### src/rtl/mem_bus_arbiter.sv
// Purpose: single-master scheduler sharing the external memory bus between fetch and NFU load/store ports.
// Latency: read done pulse MEM_LATENCY+1 cycles after the request cycle, write done 2 cycles after.
// Backpressure: requesters hold req until their done pulse; requests are only looked at in IDLE.
//
// Ports:
//   clk, rst                     clock, asynchronous active-high reset
//   fetchReq/fetchAddr           fetch read request and address
//   fetchData/fetchDone          fetch read data, valid with the one-cycle done pulse
//   fuReq/fuWrite/fuAddr/fuWData per-FU request, store flag, packed address and store data
//   fuRData/fuDone               shared FU load data, one-hot done pulse
//   addressBus/dataOut/enableWrite/dataIn   external memory bus
//   busy                         high whenever a transaction is in flight
module mem_bus_arbiter #(
  parameter int NFU                   = 2,
  parameter int PHYSICAL_ADDRESS_SIZE = 56,
  parameter int MEM_LATENCY           = 2
) (
  input  logic                                 clk,
  input  logic                                 rst,
  input  logic                                 fetchReq,
  input  logic [PHYSICAL_ADDRESS_SIZE-1:0]     fetchAddr,
  output logic [63:0]                          fetchData,
  output logic                                 fetchDone,
  input  logic [NFU-1:0]                       fuReq,
  input  logic [NFU-1:0]                       fuWrite,
  input  logic [NFU*PHYSICAL_ADDRESS_SIZE-1:0] fuAddr,
  input  logic [NFU*64-1:0]                    fuWData,
  output logic [63:0]                          fuRData,
  output logic [NFU-1:0]                       fuDone,
  output logic [PHYSICAL_ADDRESS_SIZE-1:0]     addressBus,
  output logic [63:0]                          dataOut,
  output logic                                 enableWrite,
  input  logic [63:0]                          dataIn,
  output logic                                 busy
);

  localparam int PAS = PHYSICAL_ADDRESS_SIZE;
  localparam int PW  = (NFU > 1) ? $clog2(NFU) : 1;
  localparam int CW  = (MEM_LATENCY > 2) ? $clog2(MEM_LATENCY) : 1;

  typedef enum logic [1:0] {
    IDLE = 2'd0,
    ADDR = 2'd1,
    WAIT = 2'd2,
    DONE = 2'd3
  } state_t;

  state_t        state;
  logic [PW-1:0] rrPtr;
  logic [PW-1:0] grantFu;
  logic          grantIsFetch;
  logic          lastWasFetch;
  logic [CW-1:0] waitCnt;

  logic          fetchWins;
  logic          fuWins;
  logic [PW-1:0] fuPick;
  logic [PW-1:0] rrIdx;
  logic [NFU-1:0] grantOneHot;
  logic          readLast;
  logic          writeLast;

  // Round-robin search over FUs starting at rrPtr. Fetch normally wins, but
  // yields to any pending FU right after a fetch grant so FUs cannot starve.
  always_comb begin
    fuPick = rrPtr;
    fuWins = 1'b0;
    rrIdx  = '0;
    for (int i = 0; i < NFU; i++) begin
      if (int'(rrPtr) + i >= NFU) begin
        rrIdx = PW'(int'(rrPtr) + i - NFU);
      end else begin
        rrIdx = PW'(int'(rrPtr) + i);
      end
      if (!fuWins && fuReq[rrIdx]) begin
        fuWins = 1'b1;
        fuPick = rrIdx;
      end
    end
    fetchWins = fetchReq && !(lastWasFetch && (|fuReq));
  end

  always_comb begin
    grantOneHot = '0;
    for (int n = 0; n < NFU; n++) begin
      grantOneHot[n] = (grantFu == PW'(n));
    end
  end

  // Edge at which read data is captured: end of ADDR when the memory answers
  // in one cycle, otherwise the last WAIT cycle.
  assign readLast  = ((state == ADDR) && !enableWrite && (MEM_LATENCY == 1)) ||
                     ((state == WAIT) && (waitCnt == '0));
  assign writeLast = (state == ADDR) && enableWrite;

  always_ff @(posedge clk or posedge rst) begin
    if (rst) begin
      state        <= IDLE;
      rrPtr        <= '0;
      grantFu      <= '0;
      grantIsFetch <= 1'b0;
      lastWasFetch <= 1'b0;
      waitCnt      <= '0;
      fetchData    <= '0;
      fetchDone    <= 1'b0;
      fuRData      <= '0;
      fuDone       <= '0;
      addressBus   <= '0;
      dataOut      <= '0;
      enableWrite  <= 1'b0;
      busy         <= 1'b0;
    end else begin
      fetchDone <= 1'b0;
      fuDone    <= '0;

      if (readLast) begin
        if (grantIsFetch) begin
          fetchData <= dataIn;
          fetchDone <= 1'b1;
        end else begin
          fuRData <= dataIn;
          fuDone  <= grantOneHot;
        end
      end
      if (writeLast) begin
        fuDone <= grantOneHot;
      end

      case (state)
        IDLE: begin
          addressBus  <= '0;
          dataOut     <= '0;
          enableWrite <= 1'b0;
          if (fetchWins) begin
            grantIsFetch <= 1'b1;
            lastWasFetch <= 1'b1;
            addressBus   <= fetchAddr;
            state        <= ADDR;
            busy         <= 1'b1;
          end else if (fuWins) begin
            grantIsFetch <= 1'b0;
            grantFu      <= fuPick;
            lastWasFetch <= 1'b0;
            rrPtr        <= (fuPick == PW'(NFU - 1)) ? '0 : fuPick + 1'b1;
            addressBus   <= fuAddr[fuPick*PAS +: PAS];
            enableWrite  <= fuWrite[fuPick];
            dataOut      <= fuWrite[fuPick] ? fuWData[fuPick*64 +: 64] : '0;
            state        <= ADDR;
            busy         <= 1'b1;
          end
        end
        ADDR: begin
          // Store strobe and data are valid for the ADDR cycle only.
          enableWrite <= 1'b0;
          dataOut     <= '0;
          if (enableWrite || (MEM_LATENCY == 1)) begin
            state <= DONE;
          end else begin
            state   <= WAIT;
            waitCnt <= CW'(MEM_LATENCY - 2);
          end
        end
        WAIT: begin
          if (waitCnt == '0) begin
            state <= DONE;
          end else begin
            waitCnt <= waitCnt - 1'b1;
          end
        end
        DONE: begin
          addressBus <= '0;
          busy       <= 1'b0;
          state      <= IDLE;
        end
        default: begin
          state <= IDLE;
          busy  <= 1'b0;
        end
      endcase
    end
  end

endmodule
### config.mk
export PLATFORM = sky130hd
export DESIGN_NAME = mem_bus_arbiter
export DESIGN_NICKNAME = d
export VERILOG_FILES = /design/src/rtl/mem_bus_arbiter.sv
export SDC_FILE = /design/constraint.sdc
export NUM_CORES = 1
export LEC_CHECK = 0
export ABC_AREA = 0
export CORE_AREA = 2 2 239 241
export DETAILED_ROUTE_END_ITERATION = 6
export DIE_AREA = 0 0 241 243
export MAX_ROUTING_LAYER = met4
export SYNTH_ARGS = -nofsm -noshare
export SYNTH_HDL_FRONTEND = slang
export SYNTH_SLANG_ARGS = --single-unit
### constraint.sdc
create_clock -name clk -period 9 [get_ports clk]
set_input_delay 1.8 -clock clk [delete_from_list [all_inputs] [get_ports clk]]
set_output_delay 1.8 -clock clk [all_outputs]
set_load 0.05 [all_outputs]
-- Word level (Yosys, flattened, before mapping)
Index checks and enable logic that the tools add are counted.
- muxes and demuxes: 41
- order comparisons: 5
- bitwise gates (word level): 4
- $mul: 1
- equal/unequal tests: 6
- shift operators: 2
- reductions and logical operators: 20
- add/sub/neg operators: 5
- operators with widths (operator ; count):
    64-bit two-way mux ; 3
    64-bit one-hot mux with 2 select lines ; 1
    128-bit by 8-bit indexed part select with 64-bit output ; 1
    56-bit two-way mux ; 2
    56-bit one-hot mux with 2 select lines ; 1
    112-bit by 8-bit indexed part select with 56-bit output ; 1
    1-bit two-way mux ; 24
    2-bit two-way mux ; 6
    2-bit AND reduction ; 6
    2-bit one-hot mux with 4 select lines ; 1
    2-bit nonzero test ; 4
    1-bit by 2-bit less-than comparator with 1-bit output, second input constant ; 3
    1-bit one-hot mux with 2 select lines ; 3
    1-bit logical AND ; 5
    2-bit == test, second input constant ; 2
    1-bit by 3-bit multiplier with 4-bit output, second input constant ; 1
    2-bit inequality test, second input constant ; 2
    1-bit inverter ; 4
    3-bit inequality test, second input constant ; 1
    3-bit AND reduction ; 1
    1-bit subtractor, second input constant ; 3
    1-bit by 1-bit adder with 2-bit output, second input constant ; 1
    2-bit by 1-bit == test with 1-bit output, second input constant ; 1
    1-bit by 2-bit >= comparator with 1-bit output, second input constant ; 1
    5 further kinds ; 6
- bits of input ports: 367
- output and inout port bits: 253
- register bits after elaboration: 259
- logic and storage cells: 97

-- Logic depth before layout (Yosys ltp)
- word-level depth: 14
- depth in mapped cells: 8
- mapped depth without buffers: 6

-- Least setup slack after synthesis
No wires, ideal clock.
- kind: input to register
- from: input fuReq[0]
- to: register dataOut[26]
- stages: 7
- path buffers: 3
- data arrival time: 2743 ps
- slack: 6128 ps
- required time: 8871 ps
- cell sequence: buf_4 -> nor2b_4 -> o21ai_4 -> buf_12 -> buf_12 -> mux2i_1 -> o21ai_1
- longest elaborated chain between the ends: 12
- elaborated cells on any way between the ends: 21
- RTL lines (item ; line ; source):
    start: declaration ; 24 ; input logic [NFU-1:0] fuReq,
    parallel branches: the longest is 10 deep, another holds 128-bit by 8-bit indexed part select with 64-bit output ; -- ;
    64-bit two-way mux * ; 134 ; if (fetchWins) begin
    64-bit one-hot mux with 2 select lines * ; 129 ; case (state)
    end signal: assignment ; 147 ; dataOut <= fuWrite[fuPick] ? fuWData[fuPick*64 +: 64] : '0;
    end: declaration ; 31 ; output logic [63:0] dataOut,
Every way passes the cells marked *. The select of a mux whose other input is x is not followed.
A chain may end at the register's enable or synchronous reset.

-- Worst setup path after layout
- from: input fuReq[0]
- to: register dataOut[46]
The elaborated chain is that of the path after synthesis.

==> flow_metrics.py <==
metrics = {
    "drt": {
        "firstDrtPassIters": 5,
        "ant_nets": 0,
        "drc": 0,
        "routed_via_density": 4.18,
        "drt_iter0_drc": 383,
        "wl_per_cell_um": 17.9,
        "routed_wl_um": 41100,
        "vias": 9583,
    },
    "clocking": {
        "insertion_delay_ns": 0.59,
        "cts_max_level": 1,
        "cts_tree": "built",
        "ctsHoldBuffers": 0,
        "cts.clk_slew.worst_paths_ns": 0.05,
        "cts_resized": 0,
        "cts_sinks": 258,
        "postCtsSetupBuffers": 0,
        "clock-root-buffer": "clkbuf_16",
        "cts_buffers": 31,
        "clock_path_buffers": 3,
    },
    "sta": {
        "skew_ns": 0.0142,
        "rsz0062_at_grt": "no",
        "max_clock_freq_ghz": 0.232,
        "tightest_slew_ns": 1.20,
        "finalCritPeriodShare_pct": 47.9,
        "final_max_slew_viol_count": 0,
        "hold_viol": 0,
        "fin_tns_setup_ns": 0,
        "maxSlewHeadroom_pct": 19.8,
        "final-setup-viol-count": 0,
        "post-route-min-period_ns": 4.31,
    },
    "die": {
        "start_util_pct": 19.8,
        "coreArea_um2": 56000,
        "rows": 87,
        "die_area_um2": 58600,
        "die_h_um": 243,
        "die_w_um": 241,
        "ioPinCount": 620,
    },
    "global_routing": {
        "grt_max_degree": 118,
        "grt_pass1_vias": 10200,
        "antenna_found_initial": 4,
        "grt_pass1_wl_um": 61000,
        "overflow": 0,
        "grt_usage_pct": 13.8,
    },
    "yosys": {
        "synth_fp_nets": 1288,
        "synth_warnings": 0,
        "synth_top_area_share_pct": 58.3,
        "synth_seq_cells": 258,
        "yosys_most_used_dff": "dfrtp_1",
        "yosys-top-cells-area": "dfrtp_1 58%, mux2_2 13%, mux2i_1 5.8%",
        "syn_area_um2": 11100,
        "synthDistinctLibCells": 35,
        "synthArstFlopShare_pct": 100,
        "syn_inst": 917,
        "syn_area_per_cell_um2": 12.1,
        "synth_top_cell_by_area": "dfrtp_1",
        "seq_area_frac_synth_pct": 58.3,
        "synth_edf_count": 0,
    },
    "pwr": {
        "ir_drop_v": 0.000231,
        "power.leakage_nw": 7.67,
        "powerDensity_nw_per_um2": 421,
    },
    "final_layout": {
        "fin_area_um2": 18900,
        "mostFrequentLayoutCells": "619 x clkdlybuf4s50_1, 258 x dfrtp_1, 128 x mux2_2, 112 x o21ai_1, 69 x o21ai_0",
        "layout_commonest_cell": "clkdlybuf4s50_1",
        "layout-drive-gt1-share_pct": 13.2,
        "fin_nets": 1885,
        "syn2layout_area_growth_pct": 71.2,
    },
    "worst_setup_path": {
        "arrival_ns": 4.74,
        "cp-end-kind": "flip-flop",
        "cp.required_ns": 9.43,
        "path_max_fanout": 71,
        "critical_path_class": "in2reg",
        "cp-start-kind": "input pin",
    },
    "status": {
        "status": "finished, final reports clean",
    },
    "hold_path": {
        "min_path_type": "reg2reg",
    },
    "placed_design": {
        "place_area_um2": 17900,
        "dp_hpwl_um": 30300,
        "routabilityCongestion": 0.915,
        "io_buffers": 619,
    },
    "job": {
        "drv_cap": 0,
    },
}
-- cell families (layout without fill, tap and decap cells) --
logic type      count (synthesis)  count (layout)  share of synthesized area, %
flops                         258             258                          58.3
compound gates                252             252                          13.2
mux                           192             192                          18.8
simple gates                  140             140                          5.21
buf+inv                        71             687                          4.02
fa+ha+maj                       4               4                         0.452
other cells                     0               4                             0
-- cells in the mapped netlist, drive strengths merged (2+ instances only) --
cell type	n
a21oi	5
nor2b	5
nand2	69
o21ai	182
mux2i	64
mux2	128
clkbuf	16
ha	4
a22oi	56
nor2	60
inv	5
o211ai	2
buf	50
dfrtp	258
nand2b	2
-- area by class of cell --
cell class / count / area (um2)
fillers: 5655 / 37000
repair buffers: 630 / 6280
inverters: 5 / 26.3
flip-flops and latches: 258 / 6460
diodes: 4 / 10.0
clock buffers: 42 / 887
clock inverters: 10 / 146
well taps: 756 / 946
multi-input cells: 588 / 4200
-- stage by stage --
step | power, W | setup slack, ns | hold WS (ns) | instances | utilization [%]
4_1_cts | 0.00808 | 4.68 | 0.488 | 2289 | 33.8
5_1_grt | 0.00837 | 4.50 | 0.508 | 2293 | 33.9
3_5_place_dp | 0.00675 | 4.05 | 0.475 | 2237 | 32.0
2_1_floorplan | 0.00510 | 0.102 | 0.418 | 917 | -
3_3_place_gp | 0.00670 | 4.17 | 0.467 | 2237 | 32.0
6_report | 0.00797 | 4.69 | 0.482 | 2293 | 33.9
-- registers in the layout (all words and copies together), names as in the netlist, 2 cells and up --
name,cells
state,2
addressBus,56
fetchData,64
fuDone,2
fuRData,64
dataOut,64
-- worst paths after layout --
kind                                          from  depth (start not counted)  slack, ns                   endpoint
setup / recovery                          fuReq[0]                          7       4.69    dataOut[46]$_DFFE_PP0P_
hold / removal             dataOut[49]$_DFFE_PP0P_                          2       0.48    dataOut[49]$_DFFE_PP0P_
setup reg to reg                 rrPtr$_DFFE_PP0P_                          6       6.15    dataOut[46]$_DFFE_PP0P_
hold reg to reg            dataOut[49]$_DFFE_PP0P_                          2       0.48    dataOut[49]$_DFFE_PP0P_
max in group asynchronous                      rst                          3       5.72  fetchData[18]$_DFFE_PP0P_
min in group asynchronous                      rst                          2       1.78    fuRData[33]$_DFFE_PP0P_
-- power breakdown --
| group | internal [W] | total [W] | leakage [nW] | switching, W |
|---|---|---|---|---|
| logic | 0.00166 | 0.00467 | 3.95 | 0.00302 |
| registers | 0.00171 | 0.00201 | 3.21 | 0.000299 |
| clock network | 0.000771 | 0.00128 | 0.510 | 0.000513 |
-- per-layer routing --
metal | GRT usage, % | up-vias | routed length [um]
li1 | - | 4462 | -
met1 | 15.6 | 4631 | 15900
met2 | 23.5 | 432 | 20300
met3 | 4.17 | 58 | 3800
met4 | 3.72 | 0 | 1120
met5 | - | - | 0
-- worst max-delay path, stage by stage --
cell             delay [ns]
clkdlybuf4s50_1        0.71
nand2b_2               0.18
o21ai_4                0.11
buf_4                  0.82
buf_4                  0.71
mux2i_1                0.27
o21ai_1                0.08
No activity file was read; power rests on OpenSTA's default activity.
